`src/rtl/ram_bist_ctrl_if.sv`:
```
// RAM-style port bundle: write enable, write data, address and read data.
// The controller is the master on its RAM side and the slave on its user side.
interface ram_bist_ctrl_if;
  logic       w;
  logic [7:0] data_in;
  logic [2:0] data_adr;
  logic [7:0] data_out;

  modport master (output w, output data_in, output data_adr, input data_out);
  modport slave  (input w, input data_in, input data_adr, output data_out);
endinterface

```
`src/rtl/ram_bist_ctrl.sv`:
```
// March C- self-test controller and port arbiter for an 8 x 8-bit RAM.
// While idle the user port passes straight through to the RAM. On start the
// controller owns the RAM, runs the six March elements and reports pass/fail
// with the first failing address, expected byte and observed byte.
module ram_bist_ctrl #(
  parameter logic [7:0] PATTERN = 8'h55
) (
  input  logic           clk,
  input  logic           rst,
  input  logic           start,
  ram_bist_ctrl_if.slave  usr,
  ram_bist_ctrl_if.master ram,
  output logic           busy,
  output logic           done,
  output logic           pass,
  output logic [2:0]     fail_adr,
  output logic [7:0]     fail_exp,
  output logic [7:0]     fail_got
);

  typedef enum logic [2:0] {IDLE, WR, RD_SETUP, RD_CHK, FINISH} state_t;

  state_t     state_q, state_d;
  logic [2:0] adr_q, adr_d;
  logic [2:0] elem_q, elem_d;
  logic       busy_q, busy_d;
  logic       done_q, done_d;
  logic       pass_q, pass_d;
  logic [2:0] fail_adr_q, fail_adr_d;
  logic [7:0] fail_exp_q, fail_exp_d;
  logic [7:0] fail_got_q, fail_got_d;

  // Elements 0..2 walk addresses upward, 3..5 walk downward. Odd elements
  // read bg and write ~bg; even elements read ~bg and write bg.
  logic       descending;
  logic       at_last;
  logic [2:0] adr_step;
  logic [2:0] elem_next;
  logic [2:0] next_first;
  logic [7:0] rd_exp;
  logic [7:0] wr_byte;

  assign descending = (elem_q >= 3'd3);
  assign at_last    = descending ? (adr_q == 3'd0) : (adr_q == 3'd7);
  assign adr_step   = descending ? (adr_q - 3'd1) : (adr_q + 3'd1);
  assign elem_next  = elem_q + 3'd1;
  assign next_first = (elem_next >= 3'd3) ? 3'd7 : 3'd0;
  assign rd_exp     = elem_q[0] ? PATTERN : ~PATTERN;
  assign wr_byte    = elem_q[0] ? ~PATTERN : PATTERN;

  // Port arbitration: the registered busy flag selects the owner, so a reset
  // hands the RAM back to the user port immediately.
  assign ram.w        = busy_q ? (state_q == WR) : usr.w;
  assign ram.data_in  = busy_q ? wr_byte : usr.data_in;
  assign ram.data_adr = busy_q ? adr_q : usr.data_adr;
  assign usr.data_out = ram.data_out;

  assign busy     = busy_q;
  assign done     = done_q;
  assign pass     = pass_q;
  assign fail_adr = fail_adr_q;
  assign fail_exp = fail_exp_q;
  assign fail_got = fail_got_q;

  // Next-state, counter and result logic for the March sequence.
  always_comb begin
    state_d    = state_q;
    adr_d      = adr_q;
    elem_d     = elem_q;
    pass_d     = pass_q;
    fail_adr_d = fail_adr_q;
    fail_exp_d = fail_exp_q;
    fail_got_d = fail_got_q;
    case (state_q)
      IDLE: begin
        if (start) begin
          state_d    = WR;
          adr_d      = 3'd0;
          elem_d     = 3'd0;
          pass_d     = 1'b0;
          fail_adr_d = 3'd0;
          fail_exp_d = 8'd0;
          fail_got_d = 8'd0;
        end
      end
      WR: begin
        if (at_last) begin
          elem_d  = elem_next;
          adr_d   = next_first;
          state_d = RD_SETUP;
        end else begin
          adr_d   = adr_step;
          state_d = (elem_q == 3'd0) ? WR : RD_SETUP;
        end
      end
      RD_SETUP: state_d = RD_CHK;
      RD_CHK: begin
        if (ram.data_out != rd_exp) begin
          fail_adr_d = adr_q;
          fail_exp_d = rd_exp;
          fail_got_d = ram.data_out;
          pass_d     = 1'b0;
          state_d    = FINISH;
        end else if (elem_q == 3'd5) begin
          if (at_last) begin
            pass_d  = 1'b1;
            state_d = FINISH;
          end else begin
            adr_d   = adr_step;
            state_d = RD_SETUP;
          end
        end else begin
          state_d = WR;
        end
      end
      FINISH:  state_d = IDLE;
      default: state_d = IDLE;
    endcase
    busy_d = (state_d == WR) || (state_d == RD_SETUP) || (state_d == RD_CHK);
    done_d = (state_d == FINISH);
  end

  // State, counters and registered status outputs.
  always_ff @(posedge clk or posedge rst) begin
    if (rst) begin
      state_q    <= IDLE;
      adr_q      <= 3'd0;
      elem_q     <= 3'd0;
      busy_q     <= 1'b0;
      done_q     <= 1'b0;
      pass_q     <= 1'b0;
      fail_adr_q <= 3'd0;
      fail_exp_q <= 8'd0;
      fail_got_q <= 8'd0;
    end else begin
      state_q    <= state_d;
      adr_q      <= adr_d;
      elem_q     <= elem_d;
      busy_q     <= busy_d;
      done_q     <= done_d;
      pass_q     <= pass_d;
      fail_adr_q <= fail_adr_d;
      fail_exp_q <= fail_exp_d;
      fail_got_q <= fail_got_d;
    end
  end

endmodule

```
`src/flat_wrapper.sv`:
```
// flat-port wrapper written by rule: the top's interface ports become plain ports
module ram_bist_ctrl_flat 
#(
  parameter logic [7:0] PATTERN = 8'h55
)
  (clk, rst, start, busy, done, pass, fail_adr, fail_exp, fail_got, usr_w, usr_data_in, usr_data_adr, usr_data_out, ram_w, ram_data_in, ram_data_adr, ram_data_out);
  ram_bist_ctrl_if usr_i ();
  ram_bist_ctrl_if ram_i ();
  input  logic clk;
  input  logic rst;
  input  logic start;
  output logic busy;
  output logic done;
  output logic pass;
  output logic [2:0] fail_adr;
  output logic [7:0] fail_exp;
  output logic [7:0] fail_got;
  input wire logic [$bits(usr_i.w)-1:0] usr_w;
  input wire logic [$bits(usr_i.data_in)-1:0] usr_data_in;
  input wire logic [$bits(usr_i.data_adr)-1:0] usr_data_adr;
  output wire logic [$bits(usr_i.data_out)-1:0] usr_data_out;
  output wire logic [$bits(ram_i.w)-1:0] ram_w;
  output wire logic [$bits(ram_i.data_in)-1:0] ram_data_in;
  output wire logic [$bits(ram_i.data_adr)-1:0] ram_data_adr;
  input wire logic [$bits(ram_i.data_out)-1:0] ram_data_out;
  assign usr_i.w = usr_w;
  assign usr_i.data_in = usr_data_in;
  assign usr_i.data_adr = usr_data_adr;
  assign usr_data_out = usr_i.data_out;
  assign ram_w = ram_i.w;
  assign ram_data_in = ram_i.data_in;
  assign ram_data_adr = ram_i.data_adr;
  assign ram_i.data_out = ram_data_out;
  ram_bist_ctrl #(.PATTERN(PATTERN)) u_core (.clk(clk), .rst(rst), .start(start), .usr(usr_i), .ram(ram_i), .busy(busy), .done(done), .pass(pass), .fail_adr(fail_adr), .fail_exp(fail_exp), .fail_got(fail_got));
endmodule
```
`config.mk`:
```
export PLATFORM = sky130hd
export DESIGN_NAME = ram_bist_ctrl_flat
export DESIGN_NICKNAME = d
export VERILOG_FILES = /design/src/rtl/ram_bist_ctrl_if.sv /design/src/rtl/ram_bist_ctrl.sv /design/src/flat_wrapper.sv
export SDC_FILE = /design/constraint.sdc
export NUM_CORES = 1
export LEC_CHECK = 0
export ABC_AREA = 1
export CORE_MARGIN = 2
export CORE_UTILIZATION = 53
export CTS_CLUSTER_DIAMETER = 80
export DETAILED_ROUTE_END_ITERATION = 8
export DONT_BUFFER_PORTS = 1
export PLACE_DENSITY_LB_ADDON = 0.2
export SYNTH_ARGS = -nofsm -noshare
export SYNTH_HDL_FRONTEND = slang
export SYNTH_SLANG_ARGS = --single-unit
```
`constraint.sdc`:
```
create_clock -name clk -period 2.03 [get_ports clk]
set_clock_uncertainty 0.1 [all_clocks]
set_input_delay 0.406 -clock clk [delete_from_list [all_inputs] [get_ports clk]]
set_output_delay 0.406 -clock clk [all_outputs]
set_load 0.01 [all_outputs]
```
==> key figures, run 1 <==
Routing
  – DRC marker count from the first detailed-route iteration: between 90 and 100
  – DRT Wirelength: between 3000 and 4000 um
  – DRC: 0
  – Routed via count: about 1,400
  – Antenna Nets Post-Route: 0
  – Average wire length per cell after detail routing: 14.12 um
  – First drt pass iteration count: 4
  – Number of vias per cell: between 5 and 6

STA
  – RSZ-0062 raised after global routing: yes
  – Worst Tran Pin Value: 0.3985 ns
  – Fin crit share: a little over nine tenths
  – Final count of negative-setup-slack endpoints: 0
  – Final Hold Violating Endpoints: 0
  – Final-report max-slew violation count: 0
  – Sum of negative setup slack: 0 ns
  – Final setup slack of the worst path: 0.07475 ns
  – Min cycle time layout: a little under 2 ns
  – Tightest slew margin relative to the limit: 73.43%
  – Highest clock frequency the design can meet: approximately 0.51 GHz

Finish
  – Share of cells above drive strength 1: 21.08%
  – End-of-flow core utilization: between 50% and 60%
  – ANT cells: 0
  – Net count of the finished layout: about 250
  – Cell area after layout: ~0.0018 mm^2
  – Area overhead of the layout relative to synthesis: 3.168%

Synthesis
  – Main flop type after synthesis: sky130_fd_sc_hd__dfrtp_1
  – Synth Register Bits: 25
  – Count of warnings emitted by yosys: 0
  – Number of distinct library cells after synthesis: 26
  – Mean area per synthesized cell: 7.556 um^2
  – Synthesized netlist net count: ~260
  – Syn Inst Count: 230
  – Area of the mapped netlist: around 0.0017 mm^2
  – Proportion of register bits with asynchronous set or reset after synthesis: between 90% and 100%
  – Fraction of the yosys area taken by sequential cells: between 30% and 40%
  – Number of enable flip-flop cells after synthesis: 0

Worst setup path
  – Critical path data arrival time: approximately 2.1 ns
  – Critical path peak fanout: 2
  – Slowest cell on the critical path: sky130_fd_sc_hd__fa_1
  – Endpoint required time on the critical path: ~2.2 ns
  – Worst setup path class: reg2reg
  – Crit-path most repeated cell: sky130_fd_sc_hd__nand2_1
  – Worst R2R Path Depth: 12
  – Largest incremental delay on the critical path: about 0.45 ns
  – Ordered list of cells on the worst path: ha_2 -> ha_4 -> nor2_2 -> nand2_1 -> inv_2 -> fa_1 -> inv_1 -> nand2_1 -> nand2_1 -> nand2_1 -> nand2_1 -> o21ai_1
  – Type of origin of the critical path: flop
  – Critical Path Sink Type: flop

Clocking
  – Number of buffers inserted during clock tree synthesis: 3
  – Number of H-tree levels: 1
  – TritonCTS sink count: 25
  – Clk Tree Root Cell: sky130_fd_sc_hd__clkbuf_4
  – Clock tree from TritonCTS: done
  – Clock Tree Buf Depth: 2
  – Clock-pin transition on the worst setup and hold timing paths: about 0.14 ns
  – Worst-Skew Late Latency: 0.33 ns

Placement
  – Final weighted congestion of routability-driven global placement: 0.8972
  – # port buffers: 0
  – Post-Place Setup Slack: 0.009578 ns
  – Placement Cell Area: 0.001674 mm^2
  – Detailed-placement wirelength estimate: between 2000 and 3000 um

Die
  – Initial core utilization: a little under three fifths
  – Floorplan die area: roughly 0.0038 mm^2
  – Top-level port count: 65
  – Core area: 0.003078 mm^2
  – Total number of placement rows: 20
  – Horizontal die dimension: 61.27 um
  – Die Height: approximately 61 um

Power and ir drop
  – Pwr/cell area: approximately 1300 mW/mm^2
  – Leak: 0.0009577 uW
  – Switching portion of total power: between 50 and 60%
  – Part of the power in the clock network: a little over a tenth
  – Part of the power in combinational logic: a little over half
  – Switching power of the nets: ~1200 uW
  – Power share of the sequential group: ~36%
  – Internal power: around 1100 uW
  – Peak ir drop on the vdd network: a little over 600 uV
  – Design Power: about 2300 uW

Min path
  – Hold/Removal Path Class: in2reg
  – Hold path depth: 2

GRT
  – Vias in the first global route: approximately 1,400
  – Largest net degree at the start of global routing: 26
  – Number of antenna violations at the first check in global routing: 0
  – Global-route wire length before repair: about 5800 um
  – Aggregate global-route resource usage: between 20% and 30%
  – Total grt overflow: 0

Run status
  – Outcome: complete, no violations

Run
  – Number of maximum-capacitance violations: 0
==> final cells by class <==
class / count / area, um^2
inverter: 28 / 107.6
tap: 44 / 55.05
clock buffer: 4 / 26.28
sequential: 25 / 626.9
fill: 292 / 1285
timing repair buffer: 10 / 77.57
multi-input combinational: 156 / 899.6
==> through the flow <==
step                      cells  hold slack, ns
after detailed placement    257          0.2751
after global placement      257          0.2637
after global routing        267         0.07708
after CTS                   264         0.09725
after floorplan             230          0.3333
final                       267         0.09312
==> worst max-delay path, delay by kind of cell, from the launching register on <==
| family | cells | cell delay (ns) |
|---|---|---|
| adder cells (fa/ha/maj) | 3 | 0.80 |
| flip-flops | 1 | 0.39 |
| AND/OR/NAND/NOR | 6 | 0.38 |
| buffers and inverters | 2 | 0.13 |
| AO/OA/AOI/OAI | 1 | 0.05 |
==> synth_stat cells, types with 3 or more instances <==
master,instances,share of area (%)
sky130_fd_sc_hd__o21a_1,8,3.5
sky130_fd_sc_hd__nand3_1,36,10
sky130_fd_sc_hd__ha_1,5,3.6
sky130_fd_sc_hd__dfrtp_1,25,36
sky130_fd_sc_hd__o21ai_1,5,1.4
sky130_fd_sc_hd__nand4_1,3,1.1
sky130_fd_sc_hd__buf_4,16,6.9
sky130_fd_sc_hd__nand3_2,7,4.0
sky130_fd_sc_hd__nand2_1,52,11
sky130_fd_sc_hd__nor2_1,17,3.7
sky130_fd_sc_hd__inv_2,9,1.9
sky130_fd_sc_hd__inv_1,19,4.1
sky130_fd_sc_hd__a21oi_1,7,2.0
sky130_fd_sc_hd__nand2_2,3,1.1
==> repair_timing <==
item,in CTS,in global routing
pin swaps,2,8
endpoints found under the hold margin,25,0
gates resized for setup,1,12
endpoints found under the setup margin,1,21
hold buffers,1,0
buffers inserted,2,3
==> final timing paths <==
kind	start	endpoint	slack (ns)
hold / removal	ram_data_out[7]	u_core.fail_got[7]	0.09
max in group asynchronous	rst	u_core.busy	1.12
hold reg to reg	u_core.pass	u_core.pass	0.45
min in group asynchronous	rst	u_core.fail_exp[5]	0.43
setup reg to reg	u_core.elem_q[0]	u_core.adr_q[2]	0.07
setup / recovery	u_core.elem_q[0]	u_core.adr_q[2]	0.07
==> per-layer routing <==
metal / share of wire (%) / GRT usage (%) / routed length [um]
met1: 40 / 23.33 / 1513
met2: 52 / 39.06 / 1964
met3: 7.1 / 3.571 / 266
met4: 0.69 / 5.280 / 26
met5: 0 / 0 / 0
==> sequential cells by signal, summed over array words and instances (netlist names) <==
name             flops
u_core.fail_got      8
u_core.adr_q         3
u_core.elem_q        3
u_core.fail_adr      3
u_core.state_q       3
u_core.fail_exp      2
u_core.busy          1
u_core.done          1
u_core.pass          1
==> layout by cell type (no fill, tap or decap), types with 2 or more instances in the layout <==
master,instances
sky130_fd_sc_hd__a21oi_1,7
sky130_fd_sc_hd__o21a_1,8
sky130_fd_sc_hd__nand2_1,52
sky130_fd_sc_hd__nand2_2,2
sky130_fd_sc_hd__ha_1,3
sky130_fd_sc_hd__nor2_1,16
sky130_fd_sc_hd__nand2_4,3
sky130_fd_sc_hd__nor2_2,3
sky130_fd_sc_hd__nor3_1,2
sky130_fd_sc_hd__nand4_1,3
sky130_fd_sc_hd__inv_1,18
sky130_fd_sc_hd__nand3_1,34
sky130_fd_sc_hd__clkbuf_4,3
sky130_fd_sc_hd__nand3_2,9
sky130_fd_sc_hd__inv_2,9
sky130_fd_sc_hd__dfrtp_1,24
sky130_fd_sc_hd__o21ai_1,5
sky130_fd_sc_hd__buf_4,9
==> power by group through the flow <==
stage | clock network (uW) | logic, uW | registers (uW)
3_5_place_dp | 0 | 1120 | 834
4_1_cts | 237 | 1150 | 822
6_report | 237 | 1210 | 824
5_1_grt | 266 | 1370 | 852
2_1_floorplan | 0 | 1070 | 754
3_3_place_gp | 0 | 1090 | 823
==> cells by family (layout without fill, tap and decap cells) <==
| family | count (synthesis) | in the layout | share of synthesized area [%] |
|---|---|---|---|
| and+or+nand+nor | 127 | 127 | 36.21 |
| buffers and inverters | 49 | 42 | 14.62 |
| adders and majority gates | 6 | 6 | 4.752 |
| DFF | 25 | 25 | 36.00 |
| AOI/OAI and AO/OA | 23 | 23 | 8.423 |
Power figures use the tool's default switching activity.
==> run 2, diff against run 1 <==
Settings changed: RECOVER_POWER set to 25.
==> key figures, run 2 (synthesis results as in run 1) <==
Worst setup path
  – End of the worst register-to-register path: u_core.adr_q[2]
  – Reg2Reg Setup Slack: ~0.07 ns
  – Last element of the critical path: u_core.adr_q[2]
  – Crit-path most repeated cell: sky130_fd_sc_hd__nand2_1
  – Critical path peak fanout: 2
  – Worst R2R Path Depth: 12
  – Critical Path Sink Type: flop
  – Critical path data arrival time: ~2.1 ns
  – Endpoint required time on the critical path: 2.17 ns
  – Largest incremental delay on the critical path: approximately 0.45 ns
  – Timing startpoint of the critical path: u_core.elem_q[0]
  – Worst setup path class: reg2reg
  – Slowest cell on the critical path: sky130_fd_sc_hd__fa_1
  – Critical R2R Launch: u_core.elem_q[0]
  – Type of origin of the critical path: flop
  – Ordered list of cells on the worst path: ha_2 -> ha_4 -> nor2_2 -> nand2_1 -> inv_2 -> fa_1 -> inv_1 -> nand2_1 -> nand2_1 -> nand2_1 -> nand2_1 -> o21ai_1

GRT
  – Global-route wire length before repair: roughly 5800 um
  – Vias in the first global route: 1,353
  – Number of antenna violations at the first check in global routing: 0
  – Total grt overflow: 0
  – Aggregate global-route resource usage: 20.49%
  – Largest net degree at the start of global routing: 26

Clocking
  – TritonCTS sink count: 25
  – Clock-pin transition on the worst setup and hold timing paths: between 0.1 and 0.15 ns
  – Clk Tree Root Cell: sky130_fd_sc_hd__clkbuf_4
  – Worst-Skew Late Latency: 0.33 ns
  – Number of buffers inserted during clock tree synthesis: 3
  – Clock Tree Buf Depth: 2
  – Clock tree from TritonCTS: done
  – Number of H-tree levels: 1

Placement
  – Number of cells in the design after placement: roughly 260
  – Final weighted congestion of routability-driven global placement: 0.8972
  – # port buffers: 0
  – Detailed-placement wirelength estimate: between 2000 and 3000 um
  – Post-Place Setup Slack: around 0.0096 ns

Routing
  – DRT Wirelength: about 3800 um
  – First drt pass iteration count: 4
  – DRC marker count from the first detailed-route iteration: 83
  – Antenna Nets Post-Route: 0
  – DRC: 0
  – Routed via count: about 1,500
  – Number of vias per cell: ~5.4
  – Average wire length per cell after detail routing: approximately 14 um

Finish
  – Largest register FFs: 8
  – Seq. cell area: roughly 630 um^2
  – Layout fillers: 293
  – Final Non-Filler Cells: around 270
  – Area used by multi-input combinational logic: roughly 900 um^2
  – Most common cell after layout, fill and taps aside: sky130_fd_sc_hd__nand2_1
  – Share of cells above drive strength 1: between 20% and 30%
  – Area overhead of the layout relative to synthesis: 3.024%
  – ANT cells: 0
  – Net count of the finished layout: 253
  – Commonest non-fill, non-tap cells in the layout: sky130_fd_sc_hd__nand2_1 (52), sky130_fd_sc_hd__nand3_1 (34), sky130_fd_sc_hd__dfrtp_1 (24), sky130_fd_sc_hd__inv_1 (18), sky130_fd_sc_hd__nor2_1 (16)

Run status
  – Outcome: complete, no violations

Die
  – Top-level port count: between 60 and 70
  – Initial core utilization: between 50 and 60%
  – Core area: approximately 0.0031 mm^2
  – Die Height: between 60 and 70 um
  – Floorplan die area: around 0.0038 mm^2
  – Total number of placement rows: 20
  – Horizontal die dimension: between 60 and 70 um

STA
  – Final setup slack of the worst path: approximately 0.07 ns
  – Final count of negative-setup-slack endpoints: 0
  – RSZ-0062 raised after global routing: yes
  – Tightest slew margin relative to the limit: between 50% and 60%
  – Final Hold Violating Endpoints: 0
  – Final-report max-slew violation count: 0
  – Worst Tran Pin Value: ~0.63 ns
  – Fin crit share: around 97%
  – Sum of negative setup slack: 0 ns
  – Highest clock frequency the design can meet: 0.5102 GHz
  – Min cycle time layout: roughly 2 ns

Power and ir drop
  – Pwr/cell area: 1269 mW/mm^2
  – Design Power: 2272 uW
  – Peak ir drop on the vdd network: 603.6 uV
  – Leak: 0.0009570 uW

Run
  – Number of maximum-capacitance violations: 0

Min path
  – Hold/Removal Path Class: in2reg
  – Hold path depth: 2
[run 2: cell count changes in the layout (fill, tap and decap cells not counted), sizes merged]
cell	delta
buf	-1
clkbuf	+1
[run 2: per-layer routing]
metal  GRT usage [%]  part of all wire, %  routed length, um  vias up
li1                -                    -                  -      716
met1           23.33                   40               1500      682
met2           39.06                   52               1964       49
met3           3.571                  7.4                280        3
met4           5.280                 0.69                 26        0
met5               0                    0                  0        -
[run 2: what timing repair did]
item / CTS / global route
endpoints found under the setup margin: 1 / 21
setup buffers: 2 / 3
endpoints found under the hold margin: 25 / 0
hold buffers: 1 / 0
gates resized for setup: 1 / 12
pin swaps: 2 / 8
[run 2: critical path, delay by kind of cell (launching register included)]
kind / cells / cell delay (ns)
adder cells (fa/ha/maj): 3 / 0.81
flip-flops: 1 / 0.39
AND/OR/NAND/NOR: 6 / 0.38
buffers and inverters: 2 / 0.13
AO/OA/AOI/OAI: 1 / 0.05
[run 2: power by group]
| part | switching, uW | total (uW) | leakage, uW | internal [uW] |
|---|---|---|---|---|
| registers | 200 | 823 | 0.000338 | 623 |
| logic | 797 | 1210 | 0.000605 | 413 |
| clock network | 161 | 239 | 0.0000150 | 77.3 |
| total | 1160 | 2270 | 0.000957 | 1110 |
[run 2: cell type report]
cell class | instances | share of cell area, %
Sequential cell | 25 | 35.01
Multi-Input combinational cell | 156 | 50.24
Clock buffer | 4 | 1.468
Inverter | 28 | 6.010
Tap cell | 44 | 3.075
Timing Repair Buffer | 10 | 4.193
[run 2: metrics by stage]
| step | hold slack, ns | utilization (%) | instance area (um^2) |
|---|---|---|---|
| 3_3_place_gp | 0.2637 | 54.39 | 1674 |
| 5_1_grt | 0.07708 | 58.17 | 1790 |
| 2_1_floorplan | 0.3333 | - | 1738 |
| 4_1_cts | 0.09725 | 56.14 | 1728 |
| 3_5_place_dp | 0.2751 | 54.39 | 1674 |
| 6_report | 0.09278 | 58.17 | 1790 |
[run 2: worst min-delay path by stage]
stage,start,to
after detailed placement,rst,u_core.fail_exp[5]
after floorplan,rst,u_core.adr_q[0]
after global routing,ram_data_out[3],u_core.fail_got[3]
after global placement,rst,u_core.fail_exp[6]
after CTS,ram_data_out[3],u_core.fail_got[3]
final,ram_data_out[7],u_core.fail_got[7]
==> run 3, diff against run 2 <==
Settings changed: CAP_MARGIN set to 20, CTS_CLUSTER_DIAMETER 80 to unset, SLEW_MARGIN set to 20.
==> results of run 3 <==
Same layout as run 2: the final DEF is identical, and so are final timing and power.
